==> src/rtl/upsampler.sv <==
// ============================================================================
// upsampler : expands each accepted sample into INTERPOLATION_RATIO outputs
//             (zero-stuffed or held) with ready handshake and overrun pulse.
// Revision  : 1.0
// ============================================================================
`default_nettype none

module upsampler #(
   parameter int DATA_WIDTH          = 12,
   parameter int INTERPOLATION_RATIO = 4,
   parameter int HOLD_MODE           = 0
) (
   input  logic                         clk,
   input  logic                         reset_n,
   input  logic signed [DATA_WIDTH-1:0] data_in,
   input  logic                         dv_in,
   output logic                         ready,
   output logic signed [DATA_WIDTH-1:0] data_out,
   output logic                         dv,
   output logic                         first,
   output logic                         overrun
);

   localparam int                PHASE_WIDTH = $clog2(INTERPOLATION_RATIO);
   localparam logic [PHASE_WIDTH-1:0] C_LAST_PHASE = PHASE_WIDTH'(INTERPOLATION_RATIO - 1);

   typedef enum logic [0:0] {
      IDLE = 1'b0,
      EMIT = 1'b1
   } state_t;

   state_t                         state_q,    state_d;
   logic [PHASE_WIDTH-1:0]         phase_q,    phase_d;
   logic signed [DATA_WIDTH-1:0]   hold_q,     hold_d;
   logic signed [DATA_WIDTH-1:0]   data_out_q, data_out_d;
   logic                           dv_q,       dv_d;
   logic                           first_q,    first_d;
   logic                           overrun_q,  overrun_d;

   logic                           w_last_phase;
   logic                           w_accept;
   logic signed [DATA_WIDTH-1:0]   w_fill;

   // Value driven on phases 1..R-1 of a burst.
   generate
      if (HOLD_MODE != 0) begin : g_hold
         assign w_fill = hold_q;
      end else begin : g_zero
         assign w_fill = '0;
      end
   endgenerate

   assign w_last_phase = (state_q == EMIT) && (phase_q == C_LAST_PHASE);
   assign ready        = (state_q == IDLE) || w_last_phase;
   assign w_accept     = dv_in && ready;

   always_comb begin
      state_d    = state_q;
      phase_d    = phase_q;
      hold_d     = hold_q;
      data_out_d = data_out_q;
      dv_d       = 1'b0;
      first_d    = 1'b0;
      overrun_d  = dv_in && !ready;

      if (w_accept) begin
         state_d    = EMIT;
         phase_d    = '0;
         hold_d     = data_in;
         data_out_d = data_in;
         dv_d       = 1'b1;
         first_d    = 1'b1;
      end else if (state_q == EMIT) begin
         if (w_last_phase) begin
            // Burst complete with nothing waiting: data_out keeps its last value.
            state_d = IDLE;
            phase_d = '0;
         end else begin
            phase_d    = phase_q + 1'b1;
            data_out_d = w_fill;
            dv_d       = 1'b1;
         end
      end
   end

   always_ff @(posedge clk) begin
      if (!reset_n) begin
         state_q    <= IDLE;
         phase_q    <= '0;
         hold_q     <= '0;
         data_out_q <= '0;
         dv_q       <= 1'b0;
         first_q    <= 1'b0;
         overrun_q  <= 1'b0;
      end else begin
         state_q    <= state_d;
         phase_q    <= phase_d;
         hold_q     <= hold_d;
         data_out_q <= data_out_d;
         dv_q       <= dv_d;
         first_q    <= first_d;
         overrun_q  <= overrun_d;
      end
   end

   assign data_out = data_out_q;
   assign dv       = dv_q;
   assign first    = first_q;
   assign overrun  = overrun_q;

endmodule

`default_nettype wire
==> config.mk <==
export PLATFORM = sky130hd
export DESIGN_NAME = upsampler
export DESIGN_NICKNAME = d
export VERILOG_FILES = /design/src/rtl/upsampler.sv
export SDC_FILE = /design/constraint.sdc
export NUM_CORES = 1
export LEC_CHECK = 0
export BUFFER_PORTS_ARGS = -buffer_cell sky130_fd_sc_hd__buf_2
export CAP_MARGIN = 30
export CORE_MARGIN = 2
export CORE_UTILIZATION = 32
export CTS_BUF_LIST = sky130_fd_sc_hd__clkbuf_16
export CTS_CLUSTER_DIAMETER = 150
export CTS_CLUSTER_SIZE = 25
export DETAILED_ROUTE_END_ITERATION = 7
export PLACE_DENSITY = 0.66
export SYNTH_ARGS = -nofsm -noshare
export SYNTH_HDL_FRONTEND = slang
export SYNTH_SLANG_ARGS = --single-unit
==> constraint.sdc <==
create_clock -name clk -period 0.95 [get_ports clk]
set_input_delay 0.1425 -clock clk [delete_from_list [all_inputs] [get_ports clk]]
set_output_delay 0.1425 -clock clk [all_outputs]
set_load 0.02 [all_outputs]
Word level (Yosys, flattened, before mapping)
Index checks and enable logic that the tools add are counted.
{"block": "word_totals", "wordCells": 26, "register_bits": 17}
{"block": "op_classes", "n_eq_ne": 2, "n_bitwise": 2, "mux": 8, "reduce_logical": 8, "add_sub_neg": 1}
{"cell": "12-bit 2-to-1 mux", "count": 3}
{"cell": "1-bit 2-to-1 mux", "count": 4}
{"cell": "1-bit logical AND", "count": 3}
{"cell": "2-bit by 1-bit adder with 2-bit output, second input constant", "count": 1}
{"cell": "2-bit == test, second input constant", "count": 1}
{"cell": "2-bit 2-to-1 mux", "count": 1}
{"cell": "2-bit by 1-bit != test with 1-bit output, second input constant", "count": 1}
{"cell": "1-bit NOT", "count": 2}
{"cell": "2-bit AND reduction", "count": 1}
{"cell": "2-bit nonzero test", "count": 1}
{"cell": "2-bit OR reduction", "count": 1}
{"cell": "1-bit logical NOT", "count": 1}
{"cell": "1-bit logical OR", "count": 1}

Longest topological paths before layout
{"block": "depth", "ltp_word": 6, "depth_mapped": 5, "depth_no_buf": 4}

Worst setup path before layout
No wires, ideal clock.
{"block": "synth_timing", "path_kind": "reg-to-reg", "from": "register phase_q[0]", "to": "register data_out_q[10], in the netlist data_out[10]", "stages_incl_launch_ff": 6, "period_less_slack_ns": 1.073, "setup_ns": 0.114, "path_slack_ns": -0.123, "arrival_ns": 0.958, "path_buffers": 1, "path_cell_list": "dfxtp_1 > ha_1 > nand2b_4 > nand2_4 > buf_6 > nor2_1"}
{"block": "synth_via", "elab_chain_len": 6, "elab_cells_between_ends": 8, "classes_between": "eq/ne (2); mux (1); reduce/logical (5)"}
{"element": "start: declaration", "line_no": "33", "source": "logic [PHASE_WIDTH-1:0] phase_q, phase_d;"}
{"element": "start signal: assignment", "line_no": "97", "source": "phase_q <= phase_d;"}
{"element": "2-bit == test *", "line_no": "53", "source": "assign w_last_phase = (state_q == EMIT) && (phase_q == C_LAST_PHASE);"}
{"element": "1-bit logical AND *", "line_no": "53"}
{"element": "1-bit logical OR *", "line_no": "54", "source": "assign ready = (state_q == IDLE) || w_last_phase;"}
{"element": "net ready", "line_no": "17", "source": "output logic ready,"}
{"element": "1-bit logical AND *", "line_no": "55", "source": "assign w_accept = dv_in && ready;"}
{"element": "2-bit by 1-bit != test with 1-bit output (no source line) or 2-bit nonzero test (tied branches)"}
{"element": "2-bit AND reduction (no source line)"}
{"element": "end signal: assignment", "line_no": "99", "source": "data_out_q <= data_out_d;"}
{"element": "end: declaration", "line_no": "35", "source": "logic signed [DATA_WIDTH-1:0] data_out_q, data_out_d;"}
The timed path passes the listed nets; every way through them passes the cells marked *.
A chain may end at the register's enable or synchronous reset.

Final worst setup path
{"block": "layout_timing", "from": "register phase_q[1]", "to": "output port ready"}
{"block": "layout_via", "elab_chain_len": 3}
{"element": "2-bit == test", "line_no": "53"}
{"element": "1-bit logical AND", "line_no": "53"}
{"element": "1-bit logical OR", "line_no": "54"}
{"element": "end: declaration", "line_no": "17"}
Every way passes these cells.

==> out/summary.md <==
## Synth
- 0 — total number of yosys warnings
- 16 — Synth cell types
- 658 µm² — cell area after synthesis
- 11.0 µm² — average cell area after synthesis
- 76 — net count after synthesis
- 51.7% — sequential-to-total area share from yosys stat
- 17 — total of flip-flops plus latches after synthesis
- 60 — gate count after technology mapping

## Clocking
- 0.05 ns — clock-pin slew reported for the worst setup and hold paths after clock tree synthesis
- 0.25 ns — clock latency on the worst-skew pair
- 17 — total clock sinks
- 3 — TritonCTS Buffers
- 1 — H-tree level count
- clkbuf_16 — clock tree root driver cell
- 0 — hold buffer count at cts
- yes — clock tree from TritonCTS
- 2 — number of buffers on the longest clock path

## Place
- 30 — buffers added on ports
- 0.604 — global placement routability congestion
- 843 µm² — DP Area
- 116 — DP Cell Count
- -0.00562 ns — setup slack at placement
- 916 µm — HPWL Detailed

## STA
- 121% — share of the clock period used by the worst path after layout
- -2.80 ns — Total Negative Setup Slacks
- -0.199 ns — Setup WS post-layout
- 1.15 ns — clock period minus final worst setup slack
- 0 — count of endpoints failing hold in the final timing report
- 0 — Max Slew Vio Count
- 0.242 ns — transition time at the pin with the least slew margin
- 17 — number of endpoints failing setup at the final stage
- 0.142 ns — worst hold slack across all endpoints
- true — RSZ-0062 raised after global routing
- 0.00115 ns — Final Skew
- 0.870 GHz — maximum achievable frequency
- 83.9% — Slew Limit Headroom

## Pwr
- 1.91 mW — power after layout
- 1.45 mW — Power Internal
- 44.0% — clock share of power
- 0.943 mV — Worst VDD drop
- 455 µW — net switching power of the design
- 0.497 nW — leakage power
- 23.8% — Sw Ratio
- 15.3% — combinational fraction of design power
- 40.7% — part of the power in registers
- 1820 nW/µm² — pwr/cell area

## Global routing
- 13.9% — overall routing resource usage
- 2.41 mm — wire length of the first global-routing pass
- 11 — largest net degree at the start of global routing
- 531 — vias in the first global route
- 0 — initial antenna violation count
- 0 — aggregate global routing overflow

## Cells and area
- buf_2 — leading cell type in the layout, fill and taps excluded
- 61.2% — layout cell share with drive strength beyond 1
- 1040 µm² — fin area
- 115 — nets
- 177 — final-layout fill cell count
- 0 — diodes inserted
- 125 — Finished Layout Cells
- 53.8% — Final Core Density
- 347 µm² — Reg area
- 58.7% — area delta synth->final
- buf_2 (28), dfxtp_1 (14), mux2i_1 (12), nor2_2 (9), nor2_1 (5) — most used cells in the layout excluding fill and tap cells
- 353 µm² — area used by multi-input combinational logic

## Route
- 4 — first drt pass iteration count
- 0 — DRC violations left
- 1.50 mm — DRT Wirelength
- 2 — violation count after the first detailed-routing iteration
- 12.0 µm — routed length per placed instance
- 551 — number of vias after detailed routing
- 4.41 — per-cell via count in the routed design
- 0 — Antenna Nets Post-Route

## Setup path
- ha_4, nand2b_4, buf_6 — CP Cell Sequence
- -0.19 ns — setup slack of the most critical reg-to-reg path
- primary output — Worst Setup End Kind
- 1.01 ns — arrival time at the worst endpoint
- 0.81 ns — Worst EP required
- first — capture instance of the worst register-to-register path
- reg -> out — path type of the worst setup path
- 0.33 ns — largest stage delay on the critical path
- phase_q[1] — R2R Path Start
- 2 — maximum fanout count along the critical path
- dfxtp_2 — Critical Path Slowest Stage Cell
- 5 — path depth of the worst reg2reg path
- register — Worst setup SP type

## Die
- 49.4 µm — DIE WIDTH
- 2440 µm² — Die ar.
- 33.9% — initial core utilization
- 49.4 µm — Die Ht
- 31 — Top-Level Pins
- 1940 µm² — CORE AREA
- 16 — number of rows in the core area

## Hold path
- data_in[1] — Hold Path Origin
- 3 — worst hold path cell count
- data_out[1] — end of the worst hold path
- in -> reg — classification of the worst-slack hold path

## Status
- finished with violations — outcome
- setup timing — violated checks

## Run
- 0 — number of maximum-capacitance violations

area by class of cell:
cell class,instances,area share (%)
clock buffers,3,7.19
clock inverters,1,0.479
well taps,27,3.23
repair buffers,36,21.8
flip-flops and latches,17,33.2
multi-input cells,40,33.8
inverters,1,0.359
power by group through the flow:
stage | registers, mW | clock network (mW) | logic (mW)
floorplan | 0.825 | 0 | 0.112
global placement | 0.787 | 0 | 0.218
detailed placement | 0.788 | 0 | 0.222
CTS | 0.773 | 0.851 | 0.252
global route | 0.780 | 0.893 | 0.312
finish | 0.775 | 0.839 | 0.292
routing by layer:
layer	up-vias	share of wire, %	wire length [µm]	track usage (%)
li1	274	-	-	-
met1	252	42	637	14.9
met2	20	47	705	21.4
met3	5	7.4	111	5.21
met4	0	3.2	48	11.4
met5	-	0	0	0
repair_timing:
action,4_1_cts,5_1_grt
setup endpoints to repair,14,18
pin swaps,0,5
resized for setup,6,17
cloned,1,0
setup buffers,2,2
critical path: cells and delay by family, from the launching register on:
family / cells / cell delay (ns)
flops: 1 / 0.33
fa+ha+maj: 1 / 0.16
simple gates: 1 / 0.14
buf+inv: 1 / 0.13
cells in the mapped netlist, drive strengths merged:
library cell,count,area [µm²]
mux2i,12,120
buf,3,42.5
dfxtp,17,340
a21oi,1,5.00
nand2,3,18.8
a32oi,1,8.76
nor3b,1,7.51
nand2b,1,13.8
a21boi,1,7.51
ha,1,12.5
nor2b,3,18.8
nor2,15,58.8
inv,1,3.75
registers in the layout, indices dropped and copies added (netlist names):
| register | flops |
|---|---|
| data_out | 12 |
| phase_q | 2 |
| dv | 1 |
| first | 1 |
| overrun | 1 |
how the worst max path moves through the flow:
| stage | start | end | slack (ns) |
|---|---|---|---|
| 6_report | phase_q[1] | ready | -0.20 |
| 3_3_place_gp | phase_q[0] | data_out[0] | 0.01 |
| 5_1_grt | phase_q[1] | first | -0.22 |
| 2_1_floorplan | phase_q[0] | data_out[10] | -0.04 |
| 3_5_place_dp | phase_q[0] | data_out[0] | -0.006 |
| 4_1_cts | phase_q[1] | ready | -0.20 |
logic make-up after synthesis:
| logic type | after synthesis | synth area share [%] |
|---|---|---|
| muxes | 12 | 18.3 |
| buffers and inverters | 4 | 7.03 |
| DFF | 17 | 51.7 |
| and+or+nand+nor | 23 | 17.9 |
| AOI/OAI and AO/OA | 3 | 3.23 |
| adders and majority gates | 1 | 1.90 |
(Power assumes the default switching activity.)
